## src/rtl/alu_issue_ctrl_if.sv

```systemverilog
// Bus bundle for alu_issue_ctrl: command input, ALU issue/return path and result output.
interface alu_issue_ctrl_if;
  // Upstream command handshake
  logic       cmd_valid;
  logic       cmd_ready;
  logic [7:0] cmd_opc;
  logic [7:0] cmd_a;
  logic [7:0] cmd_b;
  logic [1:0] cmd_seld;
  // ALU issue and return
  logic       alu_enable;
  logic [7:0] alu_opc;
  logic [7:0] alu_a;
  logic [7:0] alu_b;
  logic [1:0] alu_seld;
  logic [7:0] alu_z;
  logic       alu_done;
  // Downstream result handshake
  logic       res_valid;
  logic       res_ready;
  logic [7:0] res_data;
  logic [7:0] res_opc;
  logic       res_err;
  // Status
  logic [4:0] fifo_count;

  // Controller side
  modport slave (
    input  cmd_valid, cmd_opc, cmd_a, cmd_b, cmd_seld, alu_z, alu_done, res_ready,
    output cmd_ready, alu_enable, alu_opc, alu_a, alu_b, alu_seld,
           res_valid, res_data, res_opc, res_err, fifo_count
  );

  // Environment side (command source, ALU, result sink)
  modport master (
    output cmd_valid, cmd_opc, cmd_a, cmd_b, cmd_seld, alu_z, alu_done, res_ready,
    input  cmd_ready, alu_enable, alu_opc, alu_a, alu_b, alu_seld,
           res_valid, res_data, res_opc, res_err, fifo_count
  );
endinterface

```

## src/rtl/alu_issue_ctrl.sv

```systemverilog
// ALU issue controller: buffers commands in a small FIFO, issues them one at a
// time to the ALU, waits for single- or multi-cycle completion (with timeout)
// and presents each result on a valid/ready port.
module alu_issue_ctrl #(
  parameter int DEPTH   = 4,
  parameter int TIMEOUT = 15
) (
  input  logic            clock,
  input  logic            reset,
  alu_issue_ctrl_if.slave bus
);

  localparam int AW = $clog2(DEPTH);

  typedef enum logic [1:0] {IDLE, ISSUE, WAIT, RESP} state_t;

  typedef struct packed {
    logic [7:0] opc;
    logic [7:0] a;
    logic [7:0] b;
    logic [1:0] seld;
  } cmd_t;

  state_t        state, state_nxt;
  cmd_t          mem [DEPTH];
  cmd_t          cmd_in, head, alu_q;
  logic [AW-1:0] wr_ptr, rd_ptr;
  logic [4:0]    count;
  logic [7:0]    tmo_cnt;
  logic [7:0]    res_data_q, res_opc_q;
  logic          res_err_q;
  logic          push, pop, head_legal, multi, wait_done, wait_tmo;
  logic          alu_enable_c, res_valid_c;

  assign cmd_in     = '{opc: bus.cmd_opc, a: bus.cmd_a, b: bus.cmd_b, seld: bus.cmd_seld};
  assign head       = mem[rd_ptr];
  assign head_legal = (head.opc <= 8'h07);

  // Ready only reflects occupancy: a pop in the same cycle never frees a slot early.
  assign bus.cmd_ready = !reset && (count < 5'(DEPTH));
  assign push          = bus.cmd_valid && bus.cmd_ready;
  assign pop           = (state == IDLE) && (count != 5'd0);

  // Opcode 0x00 waits for alu_done; everything else completes on the first WAIT cycle.
  assign multi     = (alu_q.opc == 8'h00);
  assign wait_done = multi ? bus.alu_done : 1'b1;
  assign wait_tmo  = multi && !bus.alu_done && (tmo_cnt == 8'(TIMEOUT - 1));

  // FIFO storage write
  // NOTE: the storage array is not reset; pointers and count define which entries are live.
  always_ff @(posedge clock) begin
    if (push) mem[wr_ptr] <= cmd_in;
  end

  // FIFO pointers and occupancy
  // NOTE: sequential state uses non-blocking assignments so every register samples pre-edge values.
  always_ff @(posedge clock) begin
    if (reset) begin
      wr_ptr <= '0;
      rd_ptr <= '0;
      count  <= '0;
    end else begin
      if (push) wr_ptr <= wr_ptr + AW'(1);
      if (pop)  rd_ptr <= rd_ptr + AW'(1);
      count <= count + 5'(push) - 5'(pop);
    end
  end

  // FSM state register
  always_ff @(posedge clock) begin
    if (reset) state <= IDLE;
    else       state <= state_nxt;
  end

  // FSM next-state logic
  always_comb begin
    // NOTE: default assignment first so every path drives state_nxt and no latch is inferred.
    state_nxt = state;
    case (state)
      IDLE:    if (pop) state_nxt = head_legal ? ISSUE : RESP;
      ISSUE:   state_nxt = WAIT;
      WAIT:    if (wait_done || wait_tmo) state_nxt = RESP;
      RESP:    if (bus.res_ready) state_nxt = IDLE;
      default: state_nxt = IDLE;
    endcase
  end

  // FSM outputs
  always_comb begin
    alu_enable_c = 1'b0;
    res_valid_c  = 1'b0;
    case (state)
      ISSUE:   alu_enable_c = 1'b1;
      RESP:    res_valid_c  = 1'b1;
      default: ;
    endcase
  end

  // Datapath: ALU operand latch, timeout counter and result capture
  always_ff @(posedge clock) begin
    if (reset) begin
      alu_q      <= '0;
      tmo_cnt    <= '0;
      res_data_q <= '0;
      res_opc_q  <= '0;
      res_err_q  <= 1'b0;
    end else begin
      case (state)
        IDLE: begin
          if (pop) begin
            alu_q <= head;
            if (!head_legal) begin
              res_data_q <= 8'h00;
              res_opc_q  <= head.opc;
              res_err_q  <= 1'b1;
            end
          end
        end
        ISSUE: tmo_cnt <= '0;
        WAIT: begin
          if (wait_done) begin
            res_data_q <= bus.alu_z;
            res_opc_q  <= alu_q.opc;
            res_err_q  <= 1'b0;
          end else if (wait_tmo) begin
            res_data_q <= 8'hFF;
            res_opc_q  <= alu_q.opc;
            res_err_q  <= 1'b1;
          end else begin
            tmo_cnt <= tmo_cnt + 8'd1;
          end
        end
        default: ;
      endcase
    end
  end

  assign bus.alu_enable = alu_enable_c;
  assign bus.alu_opc    = alu_q.opc;
  assign bus.alu_a      = alu_q.a;
  assign bus.alu_b      = alu_q.b;
  assign bus.alu_seld   = alu_q.seld;
  assign bus.res_valid  = res_valid_c;
  assign bus.res_data   = res_data_q;
  assign bus.res_opc    = res_opc_q;
  assign bus.res_err    = res_err_q;
  assign bus.fifo_count = count;

endmodule

```

## src/flat_wrapper.sv

```systemverilog
// flat-port wrapper written by rule: the top's interface ports become plain ports
module alu_issue_ctrl_flat 
#(
  parameter int DEPTH   = 4,
  parameter int TIMEOUT = 15
)
  (clock, reset, bus_cmd_valid, bus_cmd_opc, bus_cmd_a, bus_cmd_b, bus_cmd_seld, bus_alu_z, bus_alu_done, bus_res_ready, bus_cmd_ready, bus_alu_enable, bus_alu_opc, bus_alu_a, bus_alu_b, bus_alu_seld, bus_res_valid, bus_res_data, bus_res_opc, bus_res_err, bus_fifo_count);
  alu_issue_ctrl_if bus_i ();
  input  logic clock;
  input  logic reset;
  input wire logic [$bits(bus_i.cmd_valid)-1:0] bus_cmd_valid;
  input wire logic [$bits(bus_i.cmd_opc)-1:0] bus_cmd_opc;
  input wire logic [$bits(bus_i.cmd_a)-1:0] bus_cmd_a;
  input wire logic [$bits(bus_i.cmd_b)-1:0] bus_cmd_b;
  input wire logic [$bits(bus_i.cmd_seld)-1:0] bus_cmd_seld;
  input wire logic [$bits(bus_i.alu_z)-1:0] bus_alu_z;
  input wire logic [$bits(bus_i.alu_done)-1:0] bus_alu_done;
  input wire logic [$bits(bus_i.res_ready)-1:0] bus_res_ready;
  output wire logic [$bits(bus_i.cmd_ready)-1:0] bus_cmd_ready;
  output wire logic [$bits(bus_i.alu_enable)-1:0] bus_alu_enable;
  output wire logic [$bits(bus_i.alu_opc)-1:0] bus_alu_opc;
  output wire logic [$bits(bus_i.alu_a)-1:0] bus_alu_a;
  output wire logic [$bits(bus_i.alu_b)-1:0] bus_alu_b;
  output wire logic [$bits(bus_i.alu_seld)-1:0] bus_alu_seld;
  output wire logic [$bits(bus_i.res_valid)-1:0] bus_res_valid;
  output wire logic [$bits(bus_i.res_data)-1:0] bus_res_data;
  output wire logic [$bits(bus_i.res_opc)-1:0] bus_res_opc;
  output wire logic [$bits(bus_i.res_err)-1:0] bus_res_err;
  output wire logic [$bits(bus_i.fifo_count)-1:0] bus_fifo_count;
  assign bus_i.cmd_valid = bus_cmd_valid;
  assign bus_i.cmd_opc = bus_cmd_opc;
  assign bus_i.cmd_a = bus_cmd_a;
  assign bus_i.cmd_b = bus_cmd_b;
  assign bus_i.cmd_seld = bus_cmd_seld;
  assign bus_i.alu_z = bus_alu_z;
  assign bus_i.alu_done = bus_alu_done;
  assign bus_i.res_ready = bus_res_ready;
  assign bus_cmd_ready = bus_i.cmd_ready;
  assign bus_alu_enable = bus_i.alu_enable;
  assign bus_alu_opc = bus_i.alu_opc;
  assign bus_alu_a = bus_i.alu_a;
  assign bus_alu_b = bus_i.alu_b;
  assign bus_alu_seld = bus_i.alu_seld;
  assign bus_res_valid = bus_i.res_valid;
  assign bus_res_data = bus_i.res_data;
  assign bus_res_opc = bus_i.res_opc;
  assign bus_res_err = bus_i.res_err;
  assign bus_fifo_count = bus_i.fifo_count;
  alu_issue_ctrl #(.DEPTH(DEPTH), .TIMEOUT(TIMEOUT)) u_core (.clock(clock), .reset(reset), .bus(bus_i));
endmodule
```

## config.mk

```make
export PLATFORM = sky130hd
export DESIGN_NAME = alu_issue_ctrl_flat
export DESIGN_NICKNAME = d
export VERILOG_FILES = /design/src/rtl/alu_issue_ctrl_if.sv /design/src/rtl/alu_issue_ctrl.sv /design/src/flat_wrapper.sv
export SDC_FILE = /design/constraint.sdc
export NUM_CORES = 1
export LEC_CHECK = 0
export CORE_MARGIN = 2
export CORE_UTILIZATION = 59
export DETAILED_ROUTE_END_ITERATION = 6
export PLACE_DENSITY = 0.85
export SYNTH_ARGS = -nofsm -noshare
export SYNTH_HDL_FRONTEND = slang
export SYNTH_SLANG_ARGS = --single-unit
export TNS_END_PERCENT = 50
```

## constraint.sdc

```tcl
create_clock -name clock -period 5 [get_ports clock]
set_input_delay 0.75 -clock clock [delete_from_list [all_inputs] [get_ports clock]]
set_output_delay 0.75 -clock clock [all_outputs]
set_load 0.1 [all_outputs]
```

; Yosys cells after proc, flatten, opt, wreduce, memory -nomap -nowiden
; Memory sizes are Yosys's and may differ from the RTL's. A register that Yosys moved wholly into a read port is not among the register bits.
; Index checks and enable logic that the tools add are counted.
[totals]
n_memories = 1
input_bits = 39
output_inout_bits = 51
register_bits = 62
ramBits = 104
word_cells = 78
[op_classes]
magnitude_cmp = 2
n_eq_ne = 11
reduce_logical = 17
mux = 30
n_addsub = 5
[mem_list]
columns = memory, words, width, rd, rd_clocked_by_memory_dff, wr, line
row1 = u_core.mem, 4, 26, 1, 1, 1, alu_issue_ctrl.sv:25  ; cmd_t mem [DEPTH];
[op_table]
columns = op, n
row1 = 8-bit 2-to-1 mux, 10
row2 = 8-bit one-hot mux with 2 select lines, 3
row3 = 2-bit 2-to-1 mux, 6
row4 = 1-bit 2-to-1 mux, 9
row5 = 8-bit by 1-bit adder with 8-bit output (second input constant), 1
row6 = 8-bit by 4-bit equality test with 1-bit output (second input constant), 1
row7 = 8-bit by 3-bit less-or-equal comparator with 1-bit output (second input constant), 1
row8 = 8-bit logical NOT, 1
row9 = 2-bit inequality test (second input constant), 4
row10 = 2-bit one-hot mux with 4 select lines, 1
row11 = 3-bit AND reduction, 2
row12 = 5-bit by 1-bit adder with 5-bit output, 1
row13 = 1-bit logical AND, 5
row14 = 5-bit by 3-bit < comparator with 1-bit output (second input constant), 1
row15 = 5-bit nonzero test, 1
row16 = 5-bit by 1-bit subtractor with 5-bit output, 1
row17 = 2-bit by 1-bit adder with 2-bit output (second input constant), 2
row18 = 2-bit equality test (second input constant), 2
row19 = 2-bit by 1-bit inequality test with 1-bit output (second input constant), 2
row20 = 4-bit AND reduction, 1
row21 = 2-bit nonzero test, 2
row22 = 3-bit by 1-bit inequality test with 1-bit output (second input constant), 1
row23 = 2-bit by 1-bit equality test with 1-bit output (second input constant), 1
row24 = 1-bit logical NOT, 2
row25 = other kinds (4), 4

; Depth between registers and ports, before layout
; Gate-level depths: netlist (run 1).
[logic_depth]
ltp_word = 6
mapped_depth = 16
ltp_nobuf = 14

; Worst setup path before layout (run 1)
; OpenSTA, ideal clock, no wires.
[synth_timing]
path_type = register -> register
startpoint = reg u_core.count[3], in the netlist u_core.bus.fifo_count[3]
endpoint = reg u_core.count[4], in the netlist u_core.bus.fifo_count[4]
path_slack_ns = 0.273
synth_period_minus_slack_ns = 4.727
required_time_ns = 4.872
stages_incl_launch_ff = 13
n_path_buf = 1
setup_time_ns = 0.128
t_arrival_ns = 4.600
cell_sequence = dfxtp_1 > inv_1 > ha_1 > nor3b_1 > and2_1 > clkbuf_1 > ha_1 > fa_1 > a21oi_1 > nor2_1 > nor2_1 > xnor2_1 > nor2_1
[synth_between]
elab_chain_cells = 5
word_cells_on_any_way = 7
[synth_lines]
columns = item, line
row1 = "start, declared", alu_issue_ctrl.sv:28  ; logic [4:0] count;
row2 = "start signal, assigned", alu_issue_ctrl.sv:65  ; count <= count + 5'(push) - 5'(pop);
row3 = 5-bit by 3-bit < comparator with 1-bit output, alu_issue_ctrl.sv:40  ; assign bus.cmd_ready = !reset && (count < 5'(DEPTH));
row4 = 1-bit logical AND, alu_issue_ctrl.sv:40
row5 = net bus_cmd_ready, flat_wrapper.sv:19  ; output wire logic [$bits(bus_i.cmd_ready)-1:0] bus_cmd_ready;
row6 = 1-bit logical AND, alu_issue_ctrl.sv:41  ; assign push = bus.cmd_valid && bus.cmd_ready;
row7 = net u_core.push, alu_issue_ctrl.sv:32  ; logic push, pop, head_legal, multi, wait_done, wait_tmo;
row8 = 5-bit by 1-bit adder with 5-bit output, alu_issue_ctrl.sv:65
row9 = 5-bit by 1-bit subtractor with 5-bit output, alu_issue_ctrl.sv:65
; The timed path passes the listed nets, and every way through them passes these cells.
; A chain may end at the register's enable or synchronous reset.

; Final worst setup path (run 1)
[layout_timing]
startpoint = reg u_core.count[3], in the netlist u_core.bus.fifo_count[3]
endpoint = out bus_cmd_ready
[layout_between]
elab_chain_cells = 2
[layout_lines]
columns = item, line
row1 = 5-bit by 3-bit < comparator with 1-bit output, alu_issue_ctrl.sv:40
row2 = 1-bit logical AND, alu_issue_ctrl.sv:40
row3 = "end, declared", flat_wrapper.sv:19
; No other way between the ends.

==> results of run 1 <==
power groups by stage:
stage | logic (mW) | clock network [mW] | registers (mW)
finish | 2.68 | 1.35 | 1.86
global route | 2.84 | 1.42 | 1.89
CTS | 2.70 | 1.37 | 1.86
detailed placement | 2.67 | 0 | 1.89
global placement | 2.59 | 0 | 1.88
floorplan | 1.09 | 0 | 2.86
placed cells by master, fill, tap and decap left out, types with 2 or more instances in the layout:
| master | instances |
|---|---|
| a21oi_1 | 42 |
| clkbuf_1 | 2 |
| and2_1 | 2 |
| a31oi_1 | 2 |
| a211oi_2 | 8 |
| xnor2_1 | 7 |
| or4_1 | 3 |
| o2bb2ai_1 | 8 |
| buf_4 | 8 |
| bufinv_16 | 3 |
| edfxtp_1 | 104 |
| o21ai_0 | 4 |
| and3_1 | 5 |
| or3_1 | 2 |
| o2111ai_1 | 2 |
| a21o_1 | 2 |
| mux4_2 | 26 |
| inv_1 | 18 |
| nand3_1 | 5 |
| inv_6 | 5 |
| clkdlybuf4s50_1 | 88 |
| mux2i_1 | 8 |
| clkbuf_16 | 17 |
| o211ai_1 | 2 |
| nor2b_1 | 2 |
| nor2_1 | 26 |
| clkinvlp_4 | 3 |
| xor2_1 | 2 |
| nand2b_1 | 2 |
| dfxtp_1 | 63 |
| nor3_1 | 3 |
| nand2_1 | 58 |
| ha_1 | 17 |
how the worst max path moves through the flow:
stage                             start                  endpoint  slack [ns]  depth (start not counted)
2_1_floorplan  u_core.bus.fifo_count[3]  u_core.bus.fifo_count[4]        0.27                         12
3_3_place_gp                      reset             bus_cmd_ready        1.74                          3
3_5_place_dp   u_core.bus.fifo_count[2]  u_core.bus.fifo_count[4]        1.56                         14
4_1_cts        u_core.bus.fifo_count[3]             bus_cmd_ready        1.50                          4
5_1_grt        u_core.bus.fifo_count[2]  u_core.bus.fifo_count[4]        1.19                         14
6_report       u_core.bus.fifo_count[3]             bus_cmd_ready        1.52                          4
worst max-delay path, delay by kind of cell, from the launching register on:
| family | cells | cell delay (ns) |
|---|---|---|
| DFF | 1 | 0.31 |
| buffers and inverters | 2 | 1.35 |
| adders and majority gates | 1 | 0.18 |
| and+or+nand+nor | 1 | 0.47 |
cell type report:
type	count	area, um2	share of cell area
inverter	18	67.56	0.008162
clock buffer	20	446.7	0.05396
timing repair buffer	97	945.9	0.1143
sequential	168	4405	0.5322
clock inverter	12	161.4	0.01950
multi-input combinational	256	2076	0.2508
tap	140	175.2	0.02116
registers in the layout (all words and copies together), names as in the netlist, named ones only:
name / count
u_core.mem: 104
u_core.tmo_cnt: 8
u_core.state: 2
u_core.bus.alu_b: 8
u_core.bus.res_opc: 8
u_core.bus.res_data: 8
u_core.bus.alu_seld: 2
u_core.bus.alu_opc: 8
u_core.bus.fifo_count: 5
u_core.bus.alu_a: 8
u_core.bus.res_err: 1
u_core.wr_ptr: 2
u_core.rd_ptr: 2
stage by stage:
| stage | hold slack (ns) | std cells | instance area, um2 | util | worst slack [ns] |
|---|---|---|---|---|---|
| CTS | 0.4697 | 711 | 8278 | 0.7570 | 1.499 |
| floorplan | 0.4760 | 468 | 6664 | - | 0.2726 |
| detailed placement | 0.4505 | 679 | 7670 | 0.7014 | 1.560 |
| global placement | 0.4461 | 679 | 7670 | 0.7014 | 1.737 |
| global route | 0.4866 | 711 | 8278 | 0.7570 | 1.187 |
| finish | 0.4644 | 711 | 8278 | 0.7570 | 1.523 |
synth_stat cells, types with 2 or more instances:
library cell	count	area, um2
nor2_1	26	97.59
mux4_2	26	585.6
xor2_1	2	17.52
nand2_1	58	217.7
a211oi_2	8	100.1
or4_1	3	22.52
a21oi_1	42	210.2
o21ai_0	4	20.02
o2bb2ai_1	8	70.07
clkbuf_1	17	63.81
and3_1	5	31.28
buf_6	2	22.52
edfxtp_1	104	3123
and2_1	2	12.51
a31oi_1	2	12.51
mux2i_1	8	80.08
o2111ai_1	2	17.52
o211ai_1	2	15.01
buf_2	3	15.01
ha_1	17	212.7
a21o_1	2	15.01
nor2b_1	2	12.51
buf_1	4	15.01
nand3_1	5	25.02
nand2b_1	2	12.51
xnor2_1	7	61.31
dfxtp_1	64	1281
or3_1	2	12.51
nor3_1	3	15.01
inv_1	18	67.56
cell families after synthesis:
family / after synthesis / synth area share
XOR/XNOR: 9 / 0.01183
multiplexers: 34 / 0.09989
adder cells (fa/ha/maj): 18 / 0.03492
flip-flops: 168 / 0.6609
AND/OR/NAND/NOR: 117 / 0.08355
AO/OA/AOI/OAI: 78 / 0.08130
buffers and inverters: 44 / 0.02760
layer usage:
| metal | track usage | vias up | wire length, um |
|---|---|---|---|
| met5 | 0 | - | 0 |
| met4 | 0.1366 | 0 | 412 |
| met3 | 0.06702 | 31 | 887 |
| met2 | 0.4360 | 158 | 7365 |
| met1 | 0.2887 | 2012 | 5435 |
| li1 | - | 1914 | - |
==> impl_metrics.yaml, run 1 <==
sta:
  fin_tns_setup_ns: 0
  drv_slew: 0
  slew_headroom: 0.3210
  fmax_mhz: 287.6
  post-route-period-util: 0.6955
  finalHoldViolations: 0
  tightest_slew_ns: 1.017
  skew_ns: 0.01328
  min_period_ns: 3.477
  final-setup-viol-count: 0
  grt_setup_unrepaired: "false"
final_layout:
  layout-drive-gt1-share: 0.1401
  diodes: 0
  fin_nets: 615
  nFillCells: 648
  areaGrowthSynthToFinish_pct: 24.22
synthesis:
  async_flop_share: 0
  synth-edff-count: 104
  synth_area_per_cell_um2: 14.24
  synth_nets: 525
  netlist_area_um2: 6664
  syn_inst: 468
  yosys_most_used_dff: "edfxtp_1"
  ys_ff_latch: 168
  synth_cell_types: 48
  seq_area_frac_synth: 0.6609
  yosysWarnings: 0
grt:
  grt_antenna_before_repair: 0
  grtUsageTotal: 0.2532
  grt_start_max_net_pins: 58
  grt_pass1_wl_um: 21940
  gr-total-overflow: 0
  grt_pass1_vias: 4329
clock_tree:
  ctsResizeCount: 0
  htreeDepth: 4
  insertion_delay_ns: 0.43
  cts_sinks: 168
  post_cts_buffers: 0
  cts_buffers: 17
  clock-root-buffer: "clkbuf_16"
  ctsHoldBuffers: 0
  clk_pin_slew_ns: 0.06
  cts_tree: "done"
  ctsLongestPathBuffers: 2
die:
  io-pin-count: 90
  fp.dieH_um: 110.3
  core_area_um2: 10940
  die_area_um2: 12160
  num_rows: 38
  die_w_um: 110.3
  start_util: 0.6094
placement:
  place.gp.congestion: 0.8082
  portBuffers: 89
  dpl.hpwl_um: 8771
worst_setup_path:
  arrival_ns: 2.73
  reg2reg_to: "u_core.bus.fifo_count[4]"
  path_class: "reg -> out"
  rrSetupSlack_ns: 1.53
  worstPathRequired_ns: 4.25
  start_kind: "register"
  crit_path_max_fanout: 6
  rr_worst_depth: 14
  r2r_start: "u_core.bus.fifo_count[2]"
  critPathMaxStageDelay_ns: 1.24
  worstPathCellList: "inv_1 > ha_1 > nor3b_1 > clkdlybuf4s50_1"
  crit_slowest_cell: "clkdlybuf4s50_1"
  crit_path_end_kind: "output port"
routing:
  wl_per_cell_um: 19.83
  drc: 0
  ant_nets: 0
  drt_pass1_iterations: 4
  via_per_inst: 5.788
  routed_wl_um: 14100
  num_vias: 4115
  drt_iter0_drc: 244
power:
  intPower_mw: 3.266
  seqPwrFrac: 0.316
  p_comb_frac: 0.455
  p_leak_nw: 2.879
  swShare: 0.4460
  ir_drop_mv: 0.4915
  power_density_nw_per_um2: 712.2
  p_sw_mw: 2.629
  p_total_mw: 5.895
  clkPwrFrac: 0.229
min_path:
  hold_path_depth: 2
  holdPathEnd: "u_core.bus.alu_seld[1]"
  hold_path_class: "reg -> reg"
  min_from: "u_core.bus.alu_seld[1]"
flow_run:
  drv_cap: 0
outcome:
  status: "finished, final reports clean"
Note: power is estimated with default switching activity, not from simulation.
==> run 2: changes to the inputs <==
CORE_UTILIZATION = 49   (was 59)
PLACE_DENSITY = 0.75   (was 0.85)
clock period = 2.95 ns   (was 5 ns; I/O delays follow)
==> impl_metrics.yaml, run 2 (synthesized netlist as in run 1, its figures left out) <==
sta:
  tightest_slew_ns: 0.7017
  drv_slew: 0
  fin_ws_ns: 0.3538
  finalHoldViolations: 0
  grt_setup_unrepaired: "false"
  skew_ns: 0.01058
  final-setup-viol-count: 0
  min_period_ns: 2.596
  slew_headroom: 0.5322
  post-route-period-util: 0.8801
  hold_ws_ns: 0.4572
  fmax_mhz: 385.2
  fin_tns_setup_ns: 0
final_layout:
  areaGrowthSynthToFinish_pct: 23.23
  layout_common_cells: "edfxtp_1 (104), buf_4 (65), nand2_1 (58), dfxtp_1 (58), a21oi_1 (42)"
  final_core_util: 0.6201
  fin_nets: 621
  layout_commonest_cell: "edfxtp_1"
  layout-drive-gt1-share: 0.2426
  largest_register_ffs: 104
  nFillCells: 1047
  regMostFlops: "u_core.mem"
  diodes: 0
die:
  start_util: 0.5032
  die_area_um2: 14550
  die_w_um: 120.6
  num_rows: 42
  fp.dieH_um: 120.6
  io-pin-count: 90
  core_area_um2: 13240
placement:
  place.gp.congestion: 0.7837
  dp_slack_ns: 0.3386
  dpl.hpwl_um: 8379
  portBuffers: 89
routing:
  num_vias: 4036
  ant_nets: 0
  drc: 0
  wl_per_cell_um: 17.40
  routed_wl_um: 13100
  via_per_inst: 5.360
  drt_iter0_drc: 239
  drt_pass1_iterations: 4
worst_setup_path:
  crit_buf_inv: 3
  start_kind: "register"
  critPathLaunch: "u_core.bus.fifo_count[2]"
  crit_cells: 14
  critPathMaxStageDelay_ns: 0.41
  critPathCapture: "u_core.bus.fifo_count[4]"
  crit_path_end_kind: "register"
  worstPathRequired_ns: 3.22
  rr_worst_depth: 14
  crit_path_max_fanout: 4
  critical-path-top-delay-family: "adder cells"
  r2r_start: "u_core.bus.fifo_count[2]"
  worstPathCellList: "inv_1 > ha_1 > nor4b_2 > nand2b_1 > inv_1 > ha_1 > inv_1 > ha_1 > fa_1 > a21oi_1 > nor2_1 > nor2_1 > xnor2_1 > nor2_1"
  crit_slowest_cell: "fa_1"
  reg2reg_to: "u_core.bus.fifo_count[4]"
  arrival_ns: 2.87
  path_class: "reg -> reg"
  rrSetupSlack_ns: 0.35
power:
  p_comb_frac: 0.468
  swShare: 0.4508
  seqPwrFrac: 0.320
  p_leak_nw: 2.978
  intPower_mw: 5.322
  power_density_nw_per_um2: 1180
  p_sw_mw: 4.368
  clkPwrFrac: 0.212
  ir_drop_mv: 0.8336
  p_total_mw: 9.689
clock_tree:
  insertion_delay_ns: 0.42
  htreeDepth: 4
  post_cts_buffers: 0
  cts_buffers: 17
  ctsHoldBuffers: 0
  cts_sinks: 168
  clk_pin_slew_ns: 0.06
  clock-root-buffer: "clkbuf_16"
  ctsLongestPathBuffers: 2
  ctsResizeCount: 0
  cts_tree: "done"
grt:
  grt_pass1_vias: 4131
  grt_start_max_net_pins: 58
  grtUsageTotal: 0.1912
  grt_antenna_before_repair: 0
  gr-total-overflow: 0
  grt_pass1_wl_um: 21180
outcome:
  status: "finished, final reports clean"
min_path:
  hold_path_class: "reg -> reg"
flow_run:
  drv_cap: 0
## run 2: worst min path at each step
stage / startpoint / endpoint / slack [ns] / cells after the start
2_1_floorplan: u_core.tmo_cnt[4] / u_core.tmo_cnt[4] / 0.48 / 2
3_3_place_gp: u_core.bus.alu_b[5] / u_core.bus.alu_b[5] / 0.45 / 2
3_5_place_dp: u_core.bus.alu_b[0] / u_core.bus.alu_b[0] / 0.45 / 2
4_1_cts: u_core.bus.alu_b[0] / u_core.bus.alu_b[0] / 0.46 / 2
5_1_grt: u_core.bus.alu_b[0] / u_core.bus.alu_b[0] / 0.47 / 2
6_report: u_core.bus.alu_b[0] / u_core.bus.alu_b[0] / 0.46 / 2
## run 2: cell type report
cell class                 instances  area, um2  area share
timing repair buffer             103      863.3      0.1051
inverter                          18      67.56    0.008228
sequential                       168       4417      0.5379
clock inverter                     9      92.59     0.01128
clock buffer                      23      457.9     0.05577
multi-input combinational        256       2093      0.2549
tap                              176      220.2     0.02682
## run 2: tightest hold or removal path, stage by stage, from the launching register on
cell and delay, ns:
dfxtp_1 0.31, nand2_1 0.05, a21oi_1 0.05
## run 2: stage by stage
stage	cell area [um2]	std cells
finish	8212	753
CTS	8212	753
global placement	7661	721
global route	8212	753
floorplan	6695	468
detailed placement	7661	721
## run 2: per-layer routing
| metal | wire, um | vias up | track usage | share of wire |
|---|---|---|---|---|
| met3 | 669 | 4 | 0.05613 | 0.051 |
| met2 | 6520 | 109 | 0.3252 | 0.50 |
| li1 | - | 1930 | - | - |
| met1 | 5859 | 1993 | 0.2395 | 0.45 |
| met4 | 50 | 0 | 0.05160 | 0.0038 |
| met5 | 0 | - | 0 | 0 |
## run 2: power groups by stage
stage	Combinational, mW	Sequential [mW]	Clock (mW)
global route	4.80	3.14	2.19
finish	4.53	3.10	2.06
detailed placement	4.55	3.15	0
global placement	4.48	3.13	0
CTS	4.56	3.10	2.09
floorplan	1.87	4.86	0
==> edit 1: new RTL, flow settings as in run 2 <==
`DEPTH` is set to 4 in 2 places; all go to 8.
--- a/src/rtl/alu_issue_ctrl.sv
+++ b/src/rtl/alu_issue_ctrl.sv
@@ -2,7 +2,7 @@
 // time to the ALU, waits for single- or multi-cycle completion (with timeout)
 // and presents each result on a valid/ready port.
 module alu_issue_ctrl #(
-  parameter int DEPTH   = 4,
+  parameter int DEPTH   = 8,
   parameter int TIMEOUT = 15
 ) (
   input  logic            clock,
--- a/src/flat_wrapper.sv
+++ b/src/flat_wrapper.sv
@@ -1,7 +1,7 @@
 // flat-port wrapper written by rule: the top's interface ports become plain ports
 module alu_issue_ctrl_flat 
 #(
-  parameter int DEPTH   = 4,
+  parameter int DEPTH   = 8,
   parameter int TIMEOUT = 15
 )
   (clock, reset, bus_cmd_valid, bus_cmd_opc, bus_cmd_a, bus_cmd_b, bus_cmd_seld, bus_alu_z, bus_alu_done, bus_res_ready, bus_cmd_ready, bus_alu_enable, bus_alu_opc, bus_alu_a, bus_alu_b, bus_alu_seld, bus_res_valid, bus_res_data, bus_res_opc, bus_res_err, bus_fifo_count);
Check against the original RTL: not equivalent (Yosys sat finds a counterexample within 10 cycles, from zero or initial values and one cycle with reset high).
==> edit 1 against run 2 <==
Worst setup slack better by 19 ps. Final area is 58% higher. Critical path depth is 1 higher. Die area is 59% higher. Via count is 47% higher. Synthesized area is 62% higher. Wire length is 65% higher. Worst hold slack better by 17 ps. Sequential cell count is 107 higher. Critical path type unchanged. Power is 40% higher. Highest routed layer unchanged.
==> edit 1: results (changes against run 2) <==
clk-insertion-delay-late_ps: 540  # +120 ps
r2r_setup_slack_ps: 370  # +20 ps
cts_buffer_depth: 3  # +1
post_synth_mux_area_share_pct: 14.9  # +4.9 points
vdd_ir_drop_max_v: 0.000711  # -15%
drt_iter0_markers: 327  # +37%
nets: 805  # +30%
numCtsBuffers: 28  # +11
total_leakage_power_nw: 4.35  # +46%
synth_edf_count: 208  # +100%
r2r_start: "u_core.bus.fifo_count[3]"
place_area_sq_um: 12000  # +57%
synth-xor-area-share_pct: 0.407  # -0.78 points
skew_ps: 17.3  # +6.68 ps
ys_top_cells_by_count: "edfxtp_1 (208), dfxtp_1 (67), nor2_1 (53)"
post_synth_fa_ha_maj_area_fraction_pct: 1.93  # -1.6 points
post_synth_main_area_contributors: "edfxtp_1 (58%), dfxtp_1 (12%), mux4_2 (9.6%)"
number_of_antenna_violations_at_the_first_check_in_global_routing: 1  # +1
timing.fmax_mhz: 388  # +0.73%
synth_compound_area_share_pct: 4.58  # -3.6 points
worstPathMaxFanout: 3  # -1
yosys_warning_count: 0  # unchanged
ys_seq_area_share_pct: 70.4  # +4.3 points
grt_first_pass_wirelength_mm: 34.4  # +63%
vias_post_dr: 5939  # +47%
final.fill_count: 1574  # +50%
run_status: "finished clean"
largest_register_ff_count: 208  # +100%
rr_worst_depth: 15  # +1
dp_worst_setup_slack_ps: 400  # +60.9 ps
distinct_cell_type_count_of_the_synthesized_netlist: 47  # -2.1%
syn-num-nets: 696  # +33%
cts-htree-levels: 1  # -3
place.gp.congestion: 0.828  # +5.6%
route.detailed.wl_per_inst_um: 20.5  # +18%
post-dp-hpwl_mm: 13.8  # +64%
largest_net_degree_at_the_start_of_global_routing: 55  # -5.2%
worstMarginPinSlew_ps: 723  # +21.5 ps
edit 1: how the worst min path moves through the flow:
stage                                      start                     end  slack, ps  cells past startpoint
after floorplan                u_core.tmo_cnt[3]       u_core.tmo_cnt[3]        450                      2
after global placement     u_core.bus.res_opc[6]   u_core.bus.res_opc[6]        460                      2
after detailed placement   u_core.bus.res_opc[0]   u_core.bus.res_opc[0]        460                      2
after CTS                  u_core.bus.res_opc[0]   u_core.bus.res_opc[0]        470                      2
after global routing      u_core.bus.res_data[7]  u_core.bus.res_data[7]        500                      2
final                      u_core.bus.res_opc[0]   u_core.bus.res_opc[0]        470                      2
edit 1: cells by family after synthesis:
| kind of cell | Yosys count |
|---|---|
| XOR/XNOR | 5 |
| buffers and inverters | 54 |
| adder cells (fa/ha/maj) | 16 |
| AO/OA/AOI/OAI | 66 |
| AND/OR/NAND/NOR | 130 |
| flip-flops | 275 |
| multiplexers | 95 |
edit 1: metal layers:
metal / vias to the layer above / part of all wire, % / track usage (%)
met3: 24 / 5.7 / 3.58
met2: 165 / 51 / 32.9
met4: 0 / 1.4 / 3.43
met1: 3027 / 42 / 24.8
met5: - / 0 / 0
li1: 2723 / - / -
edit 1: through the flow:
step           cells  TNS (ps)  hold slack [ps]  power, mW
2_1_floorplan    641     -5090              451       9.04
3_3_place_gp    1000         0              456       10.0
3_5_place_dp    1000         0              464       10.1
4_1_cts         1052         0              473       13.7
5_1_grt         1052         0              503       14.2
6_report        1052         0              474       13.6
edit 1: layout make-up:
type                            instances  area (sq um)  share of cell area (%)
Timing Repair Buffer                  114           971                    7.50
Inverter                               19          71.3                   0.551
Tap cell                              280           350                    2.71
Multi-Input combinational cell        312          3000                    23.1
Sequential cell                       275          7600                    58.7
Clock buffer                           28           701                    5.41
Clock inverter                         24           255                    1.97
edit 1: power by group:
part	internal, mW	total (mW)	switching [mW]
Combinational	1.53	5.13	3.60
Sequential	4.56	4.87	0.310
Clock	2.10	3.56	1.46
edit 1: worst max-delay path: stages (launching register included):
cell,delay [ps]
dfxtp_4,340
inv_1,90
ha_1,140
nor4b_1,220
buf_4,180
nor2b_4,40
ha_1,270
inv_1,40
ha_1,180
inv_1,80
fa_1,210
inv_1,50
a21oi_1,130
nor2_1,60
or3_1,310
a21oi_1,160
==> edit 2: new RTL, settings of run 2 <==
Made on the original files. Re-encode `state_t` (4 states) as one-hot, 4 bits wide.
--- a/src/rtl/alu_issue_ctrl.sv
+++ b/src/rtl/alu_issue_ctrl.sv
@@ -12,7 +12,7 @@
 
   localparam int AW = $clog2(DEPTH);
 
-  typedef enum logic [1:0] {IDLE, ISSUE, WAIT, RESP} state_t;
+  typedef enum logic [3:0] {IDLE = 4'b0001, ISSUE = 4'b0010, WAIT = 4'b0100, RESP = 4'b1000} state_t;
 
   typedef struct packed {
     logic [7:0] opc;
Behaviour: no difference found for any inputs over 4 cycles, from zero or initial values and one cycle with reset high; so few cycles prove little.
==> edit 2 against run 2 <==
Synthesized area shrank 1.2%. Wire length shrank 1.5%. Combinational power shrank 11%. Final area shrank 0.78%. Clock skew shrank 2.5 ps. Worst setup slack lost 110 ps. Worst hold slack lost 3.3 ps. Power shrank 4.4%. Critical path depth grew 1. Final cell count grew 0.27%. Count of clock-buffer cells in the layout is the same. Sequential cell count grew 2. Critical path type unchanged.
==> edit 2: results (changes against run 2) <==
largest_net_degree_at_the_start_of_global_routing: 52  # -10%
layout.cells.non_filler: 755  # +0.27%
ys_top_cells_by_count: "edfxtp_1 (104), dfxtp_1 (66), nand2_1 (66)"
combined_area_of_the_multi_input_logic_cells_sq_um: 1990  # -4.8%
syn-num-nets: 523  # -0.38%
grt_pass1_vias: 4130  # -0.024%
vdd_ir_drop_max_v: 0.000728  # -13%
placedCellCount: 723  # +0.28%
grtUsageMet2_pct: 32.5  # about the same
ys_seq_area_share_pct: 67.5  # +1.4 points
layout.area.seq_sq_um: 4460  # +0.91%
final_layout_size_suffix_gt1_share_pct: 23.1  # -1.1 points
vias_post_dr: 4053  # +0.42%
switching_share_pct: 43.4  # -1.7 points
r2r_setup_slack_ps: 240  # -110 ps
worstPathMaxFanout: 3  # -1
met3_usage_pct: 4.90  # -0.72 points
drt_iter0_markers: 250  # +4.6%
synth_cells: 470  # +0.43%
skew_ps: 8.07  # -2.51 ps
flops_and_latches: 170  # +1.2%
final.fill_count: 1044  # -0.29%
total_leakage_power_nw: 2.89  # -2.9%
distinct_cell_type_count_of_the_synthesized_netlist: 43  # -10%
run_status: "finished clean"
grt_usage_pct: 19.2  # +0.091 points
worst_hold_slack_ps: 454  # -3.26 ps
seqAreaFraction_pct: 54.7  # +0.91 points
inv_count: 15  # -3
final.min_clock_period_ps: 2710  # +113 ps
place_area_sq_um: 7590  # -0.93%
nets: 619  # -0.32%
final_core_util_pct: 61.8  # -0.24 points
final-nonclk-buf-share_pct: 10.6  # +0.082 points
r2r_start: "u_core.bus.fifo_count[3]"
worst-endpoint-arrival_ps: 3050  # +180 ps
==> edit 2: final timing paths <==
| path | endpoint | depth (start not counted) |
|---|---|---|
| worst max register to register | u_core.bus.fifo_count[4] | 15 |
| worst min-delay path | u_core.bus.alu_a[7] | 2 |
| worst min register to register | u_core.bus.alu_a[7] | 2 |
| worst max-delay path | u_core.bus.fifo_count[4] | 15 |
==> edit 2: power by group through the flow <==
| stage | sequential, mW | clock (mW) | combinational [mW] |
|---|---|---|---|
| after floorplan | 4.77 | 0 | 1.60 |
| after global placement | 3.15 | 0 | 4.03 |
| after detailed placement | 3.18 | 0 | 4.08 |
| after CTS | 3.13 | 2.13 | 4.09 |
| after global routing | 3.17 | 2.23 | 4.30 |
| final | 3.12 | 2.09 | 4.05 |
==> edit 2: cells by family after synthesis <==
kind of cell	after synthesis	synth area share [%]
XOR/XNOR	5	0.666
multiplexers	34	10.1
flip-flops	170	67.5
buffers and inverters	41	2.68
AO/OA/AOI/OAI	86	7.45
adder cells (fa/ha/maj)	14	2.78
AND/OR/NAND/NOR	120	8.78
==> edit 2: per-layer routing <==
layer / part of all wire (%) / vias to the layer above / wire, um
li1: - / 1951 / -
met1: 43 / 1969 / 5570
met2: 50 / 113 / 6450
met5: 0 / - / 0
met3: 5.1 / 20 / 657
met4: 1.8 / 0 / 227
==> edit 2: worst max-delay path, stage by stage, from the launching register on <==
cell      delay [ps]
dfxtp_4          340
inv_1            100
ha_1             140
nor4b_1          340
nand2b_1         180
inv_1             60
ha_1             260
inv_1             40
ha_1             190
inv_1             70
fa_1             200
inv_1             50
a21oi_1          140
nor2_1            60
or3_1            310
a21oi_1          150
